--- src/rtl/bg_tile_fetcher.sv ---
// Background line fetcher: walks one character-map row in 16-bit SRAM, fetches each tile's
// 4bpp pattern row and streams palette-tagged pixels. Define BG_HFLIP_EN for per-tile hflip.
module bg_tile_fetcher #(
    parameter int unsigned COLS      = 40,
    parameter int unsigned MAP_SHIFT = 6,
    parameter logic [17:0] MAP_BASE  = 18'h00000,
    parameter logic [17:0] TILE_BASE = 18'h10000
) (
    input  logic        clk100,
    input  logic        rstN,
    input  logic        start,
    input  logic        abort,
    input  logic [9:0]  lineY,
    output logic        busy,
    output logic        done,
    output logic [7:0]  px_data,
    output logic        px_valid,
    input  logic        px_ready,
    output logic [17:0] ram_addr,
    input  logic [15:0] ram_din,
    output logic        ram_ce,
    output logic        ram_oe,
    output logic        ram_we,
    output logic        ram_lb,
    output logic        ram_hb
);

    typedef enum logic [2:0] {StIdle, StMap, StTw0, StTw1, StEmit, StDone} state_e;

    localparam logic [9:0] LastCol = 10'(COLS - 1);

    state_e      state_q, state_d;
    logic [2:0]  row_q, row_d;
    logic [17:0] map_addr_q, map_addr_d;
    logic [17:0] ram_addr_q, ram_addr_d;
    logic [9:0]  col_q, col_d;
    logic [2:0]  pix_q, pix_d;
    logic [3:0]  pal_q, pal_d;
    logic [15:0] w0_q, w0_d;
    logic [15:0] w1_q, w1_d;
    logic        busy_q, busy_d;
    logic        ce_q, ce_d;
    logic [2:0]  idx;
    logic [31:0] pattern;

`ifdef BG_HFLIP_EN
    logic hflip_q, hflip_d;
    logic unused_din;
    assign unused_din = ^ram_din[15:14];
    assign idx = pix_q ^ {3{hflip_q}};
`else
    logic unused_din;
    assign unused_din = ^{ram_din[15:14], ram_din[9]};
    assign idx = pix_q;
`endif

    always_comb begin
        state_d    = state_q;
        row_d      = row_q;
        map_addr_d = map_addr_q;
        ram_addr_d = ram_addr_q;
        col_d      = col_q;
        pix_d      = pix_q;
        pal_d      = pal_q;
        w0_d       = w0_q;
        w1_d       = w1_q;
        busy_d     = busy_q;
        ce_d       = ce_q;
`ifdef BG_HFLIP_EN
        hflip_d    = hflip_q;
`endif
        px_valid   = 1'b0;
        done       = 1'b0;

        unique case (state_q)
            StIdle: begin
                if (start && !abort) begin
                    row_d      = lineY[2:0];
                    map_addr_d = MAP_BASE + (18'(lineY[9:3]) << MAP_SHIFT);
                    ram_addr_d = map_addr_d;
                    col_d      = '0;
                    busy_d     = 1'b1;
                    ce_d       = 1'b1;
                    state_d    = StMap;
                end
            end
            StMap: begin
                pal_d      = ram_din[13:10];
`ifdef BG_HFLIP_EN
                hflip_d    = ram_din[9];
`endif
                ram_addr_d = TILE_BASE + 18'({ram_din[8:0], row_q, 1'b0});
                state_d    = StTw0;
            end
            StTw0: begin
                w0_d       = ram_din;
                ram_addr_d = ram_addr_q + 18'd1;
                state_d    = StTw1;
            end
            StTw1: begin
                w1_d    = ram_din;
                pix_d   = '0;
                state_d = StEmit;
            end
            StEmit: begin
                px_valid = 1'b1;
                if (px_ready) begin
                    pix_d = pix_q + 3'd1;
                    if (pix_q == 3'd7) begin
                        if (col_q == LastCol) begin
                            state_d = StDone;
                        end else begin
                            col_d      = col_q + 10'd1;
                            map_addr_d = map_addr_q + 18'd1;
                            ram_addr_d = map_addr_q + 18'd1;
                            state_d    = StMap;
                        end
                    end
                end
            end
            StDone: begin
                done    = 1'b1;
                busy_d  = 1'b0;
                ce_d    = 1'b0;
                state_d = StIdle;
            end
            default: state_d = StIdle;
        endcase

        // Abort wins over any acceptance or completion in the same cycle.
        if (abort && state_q != StIdle) begin
            state_d    = StIdle;
            busy_d     = 1'b0;
            ce_d       = 1'b0;
            done       = 1'b0;
            ram_addr_d = ram_addr_q;
        end
    end

    always_ff @(posedge clk100 or negedge rstN) begin
        if (!rstN) begin
            state_q    <= StIdle;
            row_q      <= '0;
            map_addr_q <= '0;
            ram_addr_q <= '0;
            col_q      <= '0;
            pix_q      <= '0;
            pal_q      <= '0;
            w0_q       <= '0;
            w1_q       <= '0;
            busy_q     <= 1'b0;
            ce_q       <= 1'b0;
`ifdef BG_HFLIP_EN
            hflip_q    <= 1'b0;
`endif
        end else begin
            state_q    <= state_d;
            row_q      <= row_d;
            map_addr_q <= map_addr_d;
            ram_addr_q <= ram_addr_d;
            col_q      <= col_d;
            pix_q      <= pix_d;
            pal_q      <= pal_d;
            w0_q       <= w0_d;
            w1_q       <= w1_d;
            busy_q     <= busy_d;
            ce_q       <= ce_d;
`ifdef BG_HFLIP_EN
            hflip_q    <= hflip_d;
`endif
        end
    end

    // Pixel k sits at bits [31-4k -: 4] of {w0,w1}; {~k,2'b11} is that top bit.
    assign pattern  = {w0_q, w1_q};
    assign px_data  = px_valid ? {pal_q, pattern[{~idx, 2'b11} -: 4]} : 8'h00;
    assign busy     = busy_q;
    assign ram_addr = ram_addr_q;
    assign ram_ce   = ce_q;
    assign ram_oe   = ce_q;
    assign ram_we   = 1'b0;
    assign ram_lb   = 1'b1;
    assign ram_hb   = 1'b1;

endmodule

--- config.mk ---
export PLATFORM = sky130hd
export DESIGN_NAME = bg_tile_fetcher
export DESIGN_NICKNAME = d
export VERILOG_FILES = /design/src/rtl/bg_tile_fetcher.sv
export SDC_FILE = /design/constraint.sdc
export NUM_CORES = 1
export LEC_CHECK = 0
export ABC_AREA = 1
export ABC_CLOCK_PERIOD_IN_PS = 3100
export CORE_MARGIN = 4
export CORE_UTILIZATION = 46
export CTS_CLUSTER_DIAMETER = 200
export DETAILED_ROUTE_END_ITERATION = 8
export DONT_BUFFER_PORTS = 1
export PLACE_DENSITY = 0.73
export SLEW_MARGIN = 20
export SYNTH_ARGS = -nofsm -noshare
export SYNTH_HDL_FRONTEND = slang
export SYNTH_SLANG_ARGS = --single-unit
--- constraint.sdc ---
create_clock -name clk100 -period 3.1 [get_ports clk100]
set_input_delay 0.31 -clock clk100 [delete_from_list [all_inputs] [get_ports clk100]]
set_output_delay 0.31 -clock clk100 [all_outputs]
set_load 0.1 [all_outputs]
### Word level (Yosys, flattened, before mapping)

Index checks and enable logic that the tools add are counted.

* register bits: 92
* input bits: 31

* $add $sub $neg: 5
* multiplexer cells: 26
* shift-type cells: 1
* reduce and logical (&&, ||, !) cells: 15
* equal/unequal tests: 14
* bitwise logic cells: 2

Operators by type and width (count)
* $mux W18: 4
* $pmux W18 S4: 1
* $mux W10: 4
* $add A18 B1 Y18 const B: 2
* $pmux W18 S2: 1
* $shiftx A35 B6 Y4: 1
* $pmux W10 S2: 1
* $add A17 B13 Y18 const A: 1
* $mux W3: 6
* $pmux W3 S5: 1
* $add A10 B1 Y10 const B: 1
* $eq A10 B6 Y1 const B: 1
* $eq A3 B3 Y1 const B: 3
* $ne A3 B3 Y1 const B: 3
* $mux W8: 1
* $ne A2 B2 Y1 const B: 4
* $eq A3 B2 Y1 const B: 2
* $pmux W3 S2: 1
* $reduce_and A2 Y1: 3
* $reduce_and A6 Y1: 1
* $reduce_bool A3 Y1: 2
* $mux W1: 5
* $reduce_and A5 Y1: 1
* $reduce_bool A2 Y1: 2
* 10 further kinds: 11

### Depth between registers and ports, before layout

* word-level depth: 6
* mapped depth: 11
* gate-level depth less buffers: 11

### Worst setup path before layout

Ideal clock, no wire load.

* path type: register to output
* from: register state_q[1]
* to: output port px_data[2]
* arrival: 3.154 ns
* data required time: 2.790 ns
* path buffers: 2
* setup slack: -0.364 ns
* stages on the path, launching flop included: 8
* path through: dfrtp_1 -> inv_2 -> nand2_1 -> nor2_1 -> buf_2 -> buf_2 -> o21ai_0 -> a31oi_1

* cells in the longest elaborated chain, start to end: 3

RTL lines
* start, declared: line 32 `state_e state_q, state_d;`
* start signal, assigned: line 142 `state_q <= StIdle;`
* start signal, assigned: line 157 `state_q <= state_d;`
* $eq A3 B3 Y1: line 75 `unique case (state_q)`
* $mux W1: line 75
* via px_valid: line 17 `output logic px_valid,`
* $mux W8: line 176 `assign px_data = px_valid ? {pal_q, pattern[{~idx, 2'b11} -: 4]} : 8'h00;`
* end, declared: line 16 `output logic [7:0] px_data,`

The timed path passes the listed nets, and every way through them passes these cells.

### Worst setup path in the final report

* from: register pix_q[0], in the netlist idx[0]
* to: output port px_data[1]

* cells in the longest elaborated chain, start to end: 3

RTL lines
* start, declared: line 37 `logic [2:0] pix_q, pix_d;`
* start signal, assigned: line 162 `pix_q <= pix_d;`
* $not A3 Y3: line 176
* $shiftx A35 B6 Y4: line 176
* $mux W8: line 176

No other way between the ends.

==> impl_summary.txt <==
----------------------------------------------------
[Drt]
  DRC ... 0
  Vias per std cell ... 5.38
  Violation count after the first detailed-routing iteration ... 412
  DRT antenna net count ... 0
  Post-Route WL ... 14100 um
  First-pass iteration count of the detailed router ... 5
  Total number of vias ... 5027
  Average wire per cell in the routed design ... 15.1 um

[Floorplan]
  Die height ... 117 um
  Starting Density ... 0.475
  Area of the core ... 11500 um2
  Die area ... 13700 um2
  Top-Level Pins ... 65
  Die X-Extent ... 117 um
  Standard-cell rows ... 39

[Setup path]
  WP data required ... 2.79 ns
  Worst setup EP type ... primary output
  Crit Path Max Fanout ... 16
  Setup Crit Path Kind ... register to primary output
  Critical Path Start Type ... register
  Data arrival at the endpoint of the critical path ... 2.25 ns

[STA]
  Time the worst path needs with I/O delays and setup ... 2.56 ns
  Fin. max-slew vios ... 0
  Slew margin rel. ... 0.363
  Total count of hold-check failures in the final report ... 0
  Top achievable clock speed ... 0.391 GHz
  Unrepaired setup endpoints after global routing ... false
  Clock skew ... 0.0117 ns
  Total setup violations reported at the end of the flow ... 0
  Final cycle utilization of the critical path ... 0.825
  Setup tns final ... 0 ns
  Slew at the pin closest to its max-slew limit ... 0.955 ns

[Logic synthesis]
  Avg Inst Size Synth ... 7.12 um2
  Flip-flop and latch count after synthesis ... 92
  Share of synthesized area occupied by flip-flops and latches ... 0.420
  Area share of fa/ha/maj cells after synthesis ... 0.0114
  Fraction of post-synthesis cell area in the top cell type by area ... 0.420
  Gate Count Post-Synth ... 769
  Synthesized area ... 5480 um2
  Portion of netlist area occupied by mux cells ... 0
  Biggest area contributors in the synthesized netlist ... dfrtp_1, nand2_1, o21ai_0, nor2_1, nand3_1
  Number of unique standard cell types used by synthesis ... 38
  Compound-cell area share of the yosys netlist ... 0.140
  Simple-Gate Fraction of Synth Area ... 0.335
  Most area-hungry cell type in the Yosys netlist ... dfrtp_1
  Synthesis warning total ... 0
  Combinational family with the most area after synthesis ... simple AND/OR/NAND/NOR gates
  Post-synthesis xor/xnor area fraction ... 0.00320

[Global route]
  Via count of the first global-routing pass ... 4555
  Global route total overflow ... 0
  First-pass GRT wire length ... 23100 um
  Total GRT Usage ... 0.216
  Largest net degree at the start of global routing ... 93
  Antenna violations before repair ... 0

[Power]
  Relative contribution of sequential cells to total power ... 0.320
  Share of power burned in the clock network ... 0.208
  Maximum VDD drop ... 0.487 mV
  Leak pwr ... 2.91 nW
  Share of power burned in combinational logic ... 0.472
  Switching share of power ... 0.490
  Total power divided by cell area ... 980 nW/um2
  Pint ... 0.00307 W
  Total power ... 0.00602 W
  Switching power of the nets ... 0.00295 W

[Layout]
  FILL cells ... 1085
  Proportion of layout cells with a drive suffix above 1 ... 0.121
  Diodes inserted ... 0
  Area grow syn2layout ... 12.1%
  Area taken by multi-input logic gates ... 2740 um2
  Number of nets in the layout ... 822
  Seq. cell area ... 2300 um2

[CTS]
  Clock root buffer ... clkbuf_16
  Clock buffer depth ... 2
  Post-CTS repair timing setup buffer count ... 0
  Hold-fix buffers at CTS ... 2
  Cells resized by post-CTS repair ... 0
  CTS tree ... built
  Deepest level of the CTS H-tree ... 3
  TritonCTS Sinks ... 92
  Post-CTS clock slew at the launch and capture registers of the worst setup and hold paths ... 0.07 ns
  Clock latency of the later-clocked register in the worst-skew pair ... 0.36 ns
  Total CTS buffers ... 9

[Placed design]
  Input/output buffers ... 0
  Gpl congestion ... 0.926
  Sum of net half-perimeters after detailed placement ... 10400 um

[Job]
  # Max-Cap Violations ... 0

[Hold path]
  Hold crit path type ... primary input to register

[Status]
  Run status ... complete, no violations

----------------------------------------------------
-- synthesized netlist by cell type, drive strengths merged --
library cell / number
xor2: 2
or2: 2
nand3b: 5
nor2: 105
dfrtp: 92
o211ai: 3
nand4: 10
clkbuf: 11
ha: 5
a31oi: 9
and2: 4
nor3b: 2
nand2: 231
clkinv: 1
a21oi: 11
buf: 20
conb: 2
a21o: 1
o22ai: 5
o21bai: 7
inv: 74
nand3: 62
o21ai: 101
nor3: 4
-- worst paths after layout --
| check | from | end | slack [ns] | cells after the start |
|---|---|---|---|---|
| max | idx[0] | px_data[1] | 0.54 | 7 |
| min | lineY[0] | row_q[0] | 0.07 | 2 |
| max reg2reg | state_q[2] | map_addr_q[14] | 0.92 | 9 |
| min reg2reg | w0_q[10] | w0_q[10] | 0.48 | 2 |
| max in group asynchronous | rstN | w1_q[11] | 2.19 | 2 |
| min in group asynchronous | rstN | ram_addr[15] | 0.53 | 2 |
-- registers in the layout (all words and copies together) (netlist names), 4 cells and up --
| register | count |
|---|---|
| col_q | 10 |
| map_addr_q | 18 |
| pal_q | 4 |
| ram_addr | 18 |
| w0_q | 16 |
| w1_q | 16 |
-- power by group through the flow --
stage | Clock, W | Sequential [W] | Combinational, W
2_1_floorplan | 0 | 0.00239 | 0.00184
3_3_place_gp | 0 | 0.00193 | 0.00276
3_5_place_dp | 0 | 0.00193 | 0.00282
4_1_cts | 0.00126 | 0.00192 | 0.00285
5_1_grt | 0.00131 | 0.00198 | 0.00315
6_report | 0.00125 | 0.00192 | 0.00284
-- final cells by class --
type                    count  area share
well taps                 143      0.0292
flip-flops and latches     92       0.375
repair buffers             36      0.0477
clock buffers              10      0.0389
inverters                  75      0.0467
clock inverters             6      0.0153
multi-input cells         572       0.447
-- critical path: stages (launching register included) --
cell	delay, ns
dfrtp_1	0.51
buf_4	0.23
inv_1	0.30
o21ai_0	0.14
o22ai_1	0.11
o21ai_0	0.12
a31oi_2	0.18
buf_4	0.31
-- metal layers --
metal  wire [um]  part of all wire  track usage  up-vias
met5           0                 0            0        -
met4         291             0.021       0.0772        0
met3         873             0.062       0.0416       24
met2        6550              0.46        0.338      150
met1        6420              0.45        0.302     2334
li1            -                 -            -     2519
-- cell usage in the layout (no fill, tap or decap), drive strengths merged, types with 5 or more instances in the layout --
cell type,count
o21bai,7
a31oi,9
nand3b,5
nand3,62
o21ai,101
clkbuf,10
a21oi,11
buf,35
nand4,10
inv,77
o22ai,5
nor2,105
nand2,231
dfrtp,92
ha,5
-- stage by stage --
step / cell area, um2 / hold WS, ns / util / worst slack [ns] / instances
finish: 6140 / 0.0688 / 0.533 / 0.543 / 934
CTS: 6140 / 0.0605 / 0.533 / 0.529 / 934
detailed placement: 5770 / 0.0200 / 0.501 / 0.915 / 916
floorplan: 5490 / 0.0144 / - / 0.0341 / 770
global route: 6140 / 0.0739 / 0.533 / 0.363 / 934
global placement: 5770 / 0.0198 / 0.501 / 0.970 / 916
-- cell families after synthesis --
family / Yosys count
adders and majority gates: 5
xor gates and xnor gates: 2
buffers and inverters: 106
other: 2
DFF: 92
and+or+nand+nor: 425
AOI/OAI and AO/OA: 137
(Power assumes the default switching activity.)
